`src/rtl/erode_pkg.sv`:
```
// Shared constants and types for the erode stage. Optional dilation select
// is compiled in with ERODE_DILATE_SEL_EN (see erode.sv).
package erode_pkg;

    localparam int DEF_IMG_WIDTH  = 1024;
    localparam int DEF_IMG_HEIGHT = 768;
    localparam int DEF_CNT_W      = 11;

    typedef logic [11:0] pixel_t;

    localparam pixel_t DEF_PIX_ON  = 12'hFFF;
    localparam pixel_t DEF_PIX_OFF = 12'h000;

endpackage

```
`src/rtl/erode_line_buffer.sv`:
```
// One-line, 1-bit-wide buffer. Combinational read of the addressed bit and
// synchronous write, so a read in the same cycle as a write returns the
// previous contents. Addresses at or beyond DEPTH read 0 and never write.
module erode_line_buffer #(
    parameter int DEPTH  = 1024,
    parameter int ADDR_W = 11
) (
    input  logic              clk,
    input  logic              we,
    input  logic [ADDR_W-1:0] addr,
    input  logic              wdata,
    output logic              rdata
);

    localparam int IDX_W = (DEPTH > 1) ? $clog2(DEPTH) : 1;

    logic             mem [DEPTH];
    logic             in_range;
    logic [IDX_W-1:0] idx;

    assign in_range = (addr < ADDR_W'(DEPTH));
    assign idx      = addr[IDX_W-1:0];
    assign rdata    = in_range ? mem[idx] : 1'b0;

    // Store the incoming bit; contents survive reset.
    always_ff @(posedge clk) begin
        if (we && in_range) begin
            mem[idx] <= wdata;
        end
    end

endmodule

```
`src/rtl/erode.sv`:
```
// Streaming 3x3 binary erosion of the sobel edge map, one pixel per clock.
// Optional macro ERODE_DILATE_SEL_EN adds a 'dilate' input selecting 3x3
// dilation (any bit set) instead of erosion (all bits set).
module erode
    import erode_pkg::*;
#(
    parameter int     IMG_WIDTH  = DEF_IMG_WIDTH,
    parameter int     IMG_HEIGHT = DEF_IMG_HEIGHT,
    parameter int     CNT_W      = DEF_CNT_W,
    parameter pixel_t PIX_ON     = DEF_PIX_ON,
    parameter pixel_t PIX_OFF    = DEF_PIX_OFF
) (
    input  logic             clk,
    input  logic             rst,
    input  logic [CNT_W-1:0] hcount,
    input  logic [CNT_W-1:0] vcount,
    input  logic             sobel_value,
`ifdef ERODE_DILATE_SEL_EN
    input  logic             dilate,
`endif
    output pixel_t           erode_value
);

    logic       active;
    logic       border_ok;
    logic       lb_we;
    logic       lb0_q;
    logic       lb1_q;
    logic [2:0] new_col;
    logic [2:0] col_a;
    logic [2:0] col_b;
    logic [8:0] window;
    logic       hit;

    assign active    = (hcount < CNT_W'(IMG_WIDTH)) && (vcount < CNT_W'(IMG_HEIGHT));
    assign border_ok = (hcount >= CNT_W'(2)) && (vcount >= CNT_W'(2));
    assign lb_we     = active && rst;

    // lb0 holds row v-1, lb1 holds row v-2; lb1 is fed from lb0's old bit.
    erode_line_buffer #(
        .DEPTH  (IMG_WIDTH),
        .ADDR_W (CNT_W)
    ) lb0 (
        .clk   (clk),
        .we    (lb_we),
        .addr  (hcount),
        .wdata (sobel_value),
        .rdata (lb0_q)
    );

    erode_line_buffer #(
        .DEPTH  (IMG_WIDTH),
        .ADDR_W (CNT_W)
    ) lb1 (
        .clk   (clk),
        .we    (lb_we),
        .addr  (hcount),
        .wdata (lb0_q),
        .rdata (lb1_q)
    );

    // Column entering the window this cycle, top (row v-2) to bottom (row v).
    assign new_col = {lb1_q, lb0_q, sobel_value};

    // Window as it stands after the shift: two stored columns plus the
    // incoming one. The oldest stored column falls out, so only two are kept.
    assign window = {col_a, col_b, new_col};

    // Neighbourhood test: erosion needs every bit, dilation any bit.
    always_comb begin
        hit = &window;
`ifdef ERODE_DILATE_SEL_EN
        if (dilate) begin
            hit = |window;
        end
`endif
    end

    // Window shift and registered output; blanking holds the window.
    always_ff @(posedge clk) begin
        if (!rst) begin
            col_a       <= '0;
            col_b       <= '0;
            erode_value <= PIX_OFF;
        end else if (active) begin
            col_a       <= col_b;
            col_b       <= new_col;
            erode_value <= (hit && border_ok) ? PIX_ON : PIX_OFF;
        end else begin
            erode_value <= PIX_OFF;
        end
    end

endmodule

```
`config.mk`:
```
export PLATFORM = sky130hd
export DESIGN_NAME = erode
export DESIGN_NICKNAME = d
export VERILOG_FILES = /design/src/rtl/erode_pkg.sv /design/src/rtl/erode_line_buffer.sv /design/src/rtl/erode.sv
export SDC_FILE = /design/constraint.sdc
export NUM_CORES = 2
export LEC_CHECK = 0
export BUFFER_PORTS_ARGS = -buffer_cell sky130_fd_sc_hd__buf_4
export CORE_MARGIN = 2
export CORE_UTILIZATION = 40
export DETAILED_ROUTE_END_ITERATION = 16
export PLACE_DENSITY = 0.5
export SYNTH_ARGS = -nofsm -noshare
export SYNTH_HDL_FRONTEND = slang
export SYNTH_SLANG_ARGS = --single-unit
```
`constraint.sdc`:
```
create_clock -name clk -period 38.4 [get_ports clk]
set_clock_uncertainty 0.15 [all_clocks]
set_input_delay 1.92 -clock clk [delete_from_list [all_inputs] [get_ports clk]]
set_output_delay 1.92 -clock clk [all_outputs]
set_load 0.01 [all_outputs]
```
# --- Word level (Yosys, flattened, before mapping) ---
# Memories as Yosys holds them, arrays and structs flattened.
# Cells that the tools add are included.
totals:
  register_bits: 18
  mem_bits_rw: 2048
  inputBits: 25
  output_inout_bits: 12
  word_cells: 21
  n_memories: 2
mem_list:
  columns: ["name", "words", "width", "rd", "rd_ports_with_merged_regs", "wr", "line", "text"]
  rows:
  - ["lb0.mem", 1024, 1, 1, 0, 1, "erode_line_buffer.sv:17", "logic mem [DEPTH];"]
  - ["lb1.mem", 1024, 1, 1, 0, 1, "erode_line_buffer.sv:17", null]
classes:
  order_cmp: 4
  n_mux: 5
  reduce_logical: 7
ops:
  columns: ["op", "count"]
  rows:
  - ["$ge 11x2->1 const B", 2]
  - ["$mux 12", 1]
  - ["$lt 11x10->1 const B", 1]
  - ["$lt 11x11->1 const B", 1]
  - ["$reduce_and 9->1", 1]
  - ["$logic_and 1x1->1", 5]
  - ["$mux 1", 4]
  - ["$reduce_and 2->1", 1]

# --- Longest topological paths before layout ---
logic_depth:
  word_depth: 6
  mapped_depth: 13

# --- By module ---
# A second synthesis with hierarchy kept.
unflattened:
  cells_unflattened: 6495
  hier_area_um2: 88755.1
modules_own_cells:
  columns: ["module", "instances", "cells_per_inst", "area_each_um2", "seq_area_each_um2"]
  rows:
  - ["erode_line_buffer", 2, 3226, 44166.1, 30749.5]
  - ["erode", 1, 43, 422.9, 140.1]

# --- Worst setup path after synthesis ---
# OpenSTA, ideal clock, no wires.
synth_timing:
  kind: "input-to-reg"
  startpoint: "input hcount[2]"
  endpoint: "memory lb1.mem[0], data pin"
  arrival_time_ns: 27.072
  setup_slack_ns: 6.234
  stages: 11
  path_buffers: 3
  cell_sequence: "or4b_1 buf_2 buf_2 buf_2 o22ai_1 nor3_1 o2111ai_1 nand3_1 o21ai_0 nor4_2 nor2_1"
synth_via:
  elab_chain_len: 2
  elab_cells_between_ends: 3
  classes_between: "order compare: 1; mux: 1; memory: 1"
synth_rtl:
  columns: ["item", "line", "text"]
  rows:
  - ["start, declared", "erode.sv:15", "input logic [CNT_W-1:0] hcount,"]
  - ["$mem_v2 1024x1 or $lt 11x11->1 (tied branches)", null, null]
  - ["$mux 1 *", "erode_line_buffer.sv:23", "assign rdata = in_range ? mem[idx] : 1'b0;"]
  - ["via lb0.rdata", "erode_line_buffer.sv:12", "output logic rdata"]
  - ["end, declared", "erode_line_buffer.sv:17", null]
# Mark *: on every way through the listed nets, which the timed path passes. The rest lies on a longest branch.

# --- Final worst setup path ---
layout_timing:
  startpoint: "input hcount[1]"
  endpoint: "memory lb1.mem[334], data pin"
# Same word-level chain as after synthesis.

==> out/qor.txt <==
Sequential area share after synthesis: 0.738
RePlAce Congestion: 0.770
Worst reg2reg setup slack: 31.35 ns
Global-route wire length before repair: 356000 um
Setup bufs post-CTS: 0
Post-Place Cells: 7968
Fmax achieved: 87.7 MHz
# IOs: 37
Post-synth top flop: edfxtp_1
Synth cell types: 46
Worst r2r dst: lb1.mem[334]
CP Class: input pin to flip-flop
Vias in the first global route: 47100
# port buffers: 35
Hold WC Path Type: flip-flop to flip-flop
Final Hold Fails: 0
TritonRoute pass-1 iters: 5
CTS tree: yes
Chip Width: 461 um
Final WL: 256000 um
CORE AREA: 207000 um2
Hold_buf cts: 0
Vias/cell: 5.67
Total number of vias: 47300
Cell row count: 167
Final cell count without fillers: 8354
Tightest Pin Transition: 1.34 ns
Data arrival, critical path: 11.73 ns
Required @ worst endpoint: 38.74 ns
Syn_area_per_cell: 15.3 um2
DRC errors left: 0
Final HPWL DP: 132000 um
Sum Neg Setup Slack: 0 ns
Post-Synthesis Cells: 5455
Max cap viols: 0
GR Util All Layers: 0.239
Hold path cells: 2
Async SR Flop Fraction: 0
Share of the synthesized area in the top cell type: 0.736
Initial Utilization: 0.403
Number of synthesized flops with an enable pin: 2048
Post-layout min period: 11.40 ns
Largest net degree at the start of global routing: 223
Hold EP: col_a[1]
VDD IR-drop max: 0.0000493 V
Clock Tree Root: clkbuf_16
Yosys top cell by area: edfxtp_1
PD cells: 50.1 nW/um2
Critical Path End Type: flip-flop
Met2 usage: 0.386
PnR worst setup slack: 27.00 ns
Fin nets: 5421
Ys Warns: 0
Cell area after synthesis: 83600 um2
Worst-path clk slew: 0.06 ns
Synth Register Bits: 2055
WL/cell: 30.6 um
Die ar.: 213000 um2
Drt first-iter violations: 5206
CP max FO: 105
Post_cts resized: 0
Syn nets: 5480
Met1 global-route usage: 0.325
Status: finished, final reports clean
DP Worst Slack: 26.14 ns
Max Slew Vio Count: 0
Final setup vio count: 0
Inserted Clock Buffers: 214
Finished Core Util: 0.450
Die H: 461 um
Share of cells above drive strength 1: 0.0928
Worst-case reg-to-reg path depth: 14
Synth-to-layout area growth: 11.6%
Top Usage Layer GRT: met2
CTS max path bufs: 3
Clock sinks: 2055
Initial antenna violation count: 23
Crit start category: input pin
M3 GR Usage: 0.0469
Number of antenna-violating nets in the routed design: 0
Slew HR: 0.106
Later-pin clock latency in the skew report: 0.86 ns
Total grt overflow: 0
RSZ-0062 raised after global routing: no
Leak pwr: 31.7 nW
FF-to-FF Start: lb0.mem[118]
Crit share post-route: 0.297
Hold Crit Start: col_a[1]
Synth top area cells: edfxtp_1 74%, mux2i_1 12%, nor2_1 4.8%, o22ai_1 3.0%, clkbuf_1 1.0%
H-tree depth: 4
==> flip-flops by register name, indices dropped and copies added, names as in the netlist <==
name and count:
lb0.mem 1024, lb1.mem 1024, col_a 3, erode_value 1
col_b 3
==> worst max-delay path, stage by stage <==
cell	delay [ns]
buf_16	0.43
buf_4	0.83
buf_4	0.80
buf_12	0.66
buf_4	0.73
mux2i_1	0.22
o22ai_1	0.26
nor4_1	0.09
o2111ai_1	0.24
nand3_1	0.46
o21ai_1	0.34
nor4_2	0.08
buf_4	0.19
nor2_4	0.08
buf_4	0.50
buf_4	0.80
buf_4	0.91
buf_4	0.72
buf_4	0.84
==> per-layer routing <==
layer / wire, um / up-vias
met4: 7840 / 4
li1: - / 20800
met3: 17700 / 363
met1: 108000 / 24600
met5: 34 / -
met2: 122000 / 1615
==> layout by cell type, fill, tap and decap left out, drive strengths merged, types with 67 or more instances in the layout <==
| cell | n |
|---|---|
| mux2i | 1028 |
| clkbuf | 271 |
| edfxtp | 2048 |
| nand2 | 70 |
| clkinv | 88 |
| o21ai | 67 |
| buf | 170 |
| nor2 | 1073 |
| o22ai | 403 |
| nor4 | 68 |
==> report_power, final <==
group	switching, mW	internal, mW
Clock	0.859	1.11
Combinational	0.156	0.0541
Sequential	0.000218	2.49
==> final cells by class <==
class	count	area, um2
multi-input combinational	2955	20100
sequential	2055	61600
clock buffer	271	5680
timing repair buffer	170	1420
antenna	3	7.51
clock inverter	112	850
tap	2788	3490
fill	18500	114000
==> metrics by stage <==
step	hold slack [ns]	power [mW]	area (um2)
finish	0.367	4.67	93200
global route	0.399	4.81	93200
floorplan	0.332	2.72	83600
CTS	0.373	4.71	93200
detailed placement	0.356	2.75	86700
global placement	0.354	2.75	86700
==> cell families after synthesis <==
| logic type | synth area share |
|---|---|
| simple gates | 0.0664 |
| buf+inv | 0.0265 |
| compound gates | 0.0462 |
| mux | 0.123 |
| flops | 0.738 |
==> Yosys cell counts (all sizes together), types with 10 or more instances <==
master and number:
o2111ai 50, mux2i 1028, o21ai 67, nand3 15, nor3 63, nand2 70
o22ai 403, nand4 11, nor4 68, buf 216, edfxtp 2048, a31oi 10
clkbuf 229, o22a 45, nor2 1073
==> worst max-delay path by stage <==
stage,startpoint,depth (start not counted),slack (ns),to
floorplan,hcount[2],11,6.23,lb1.mem[0]
global placement,hcount[1],19,26.18,lb1.mem[309]
detailed placement,hcount[1],19,26.14,lb1.mem[309]
CTS,hcount[1],19,27.04,lb1.mem[341]
global route,hcount[1],19,26.43,lb1.mem[333]
finish,hcount[1],19,27.00,lb1.mem[334]
(Power assumes the default switching activity.)
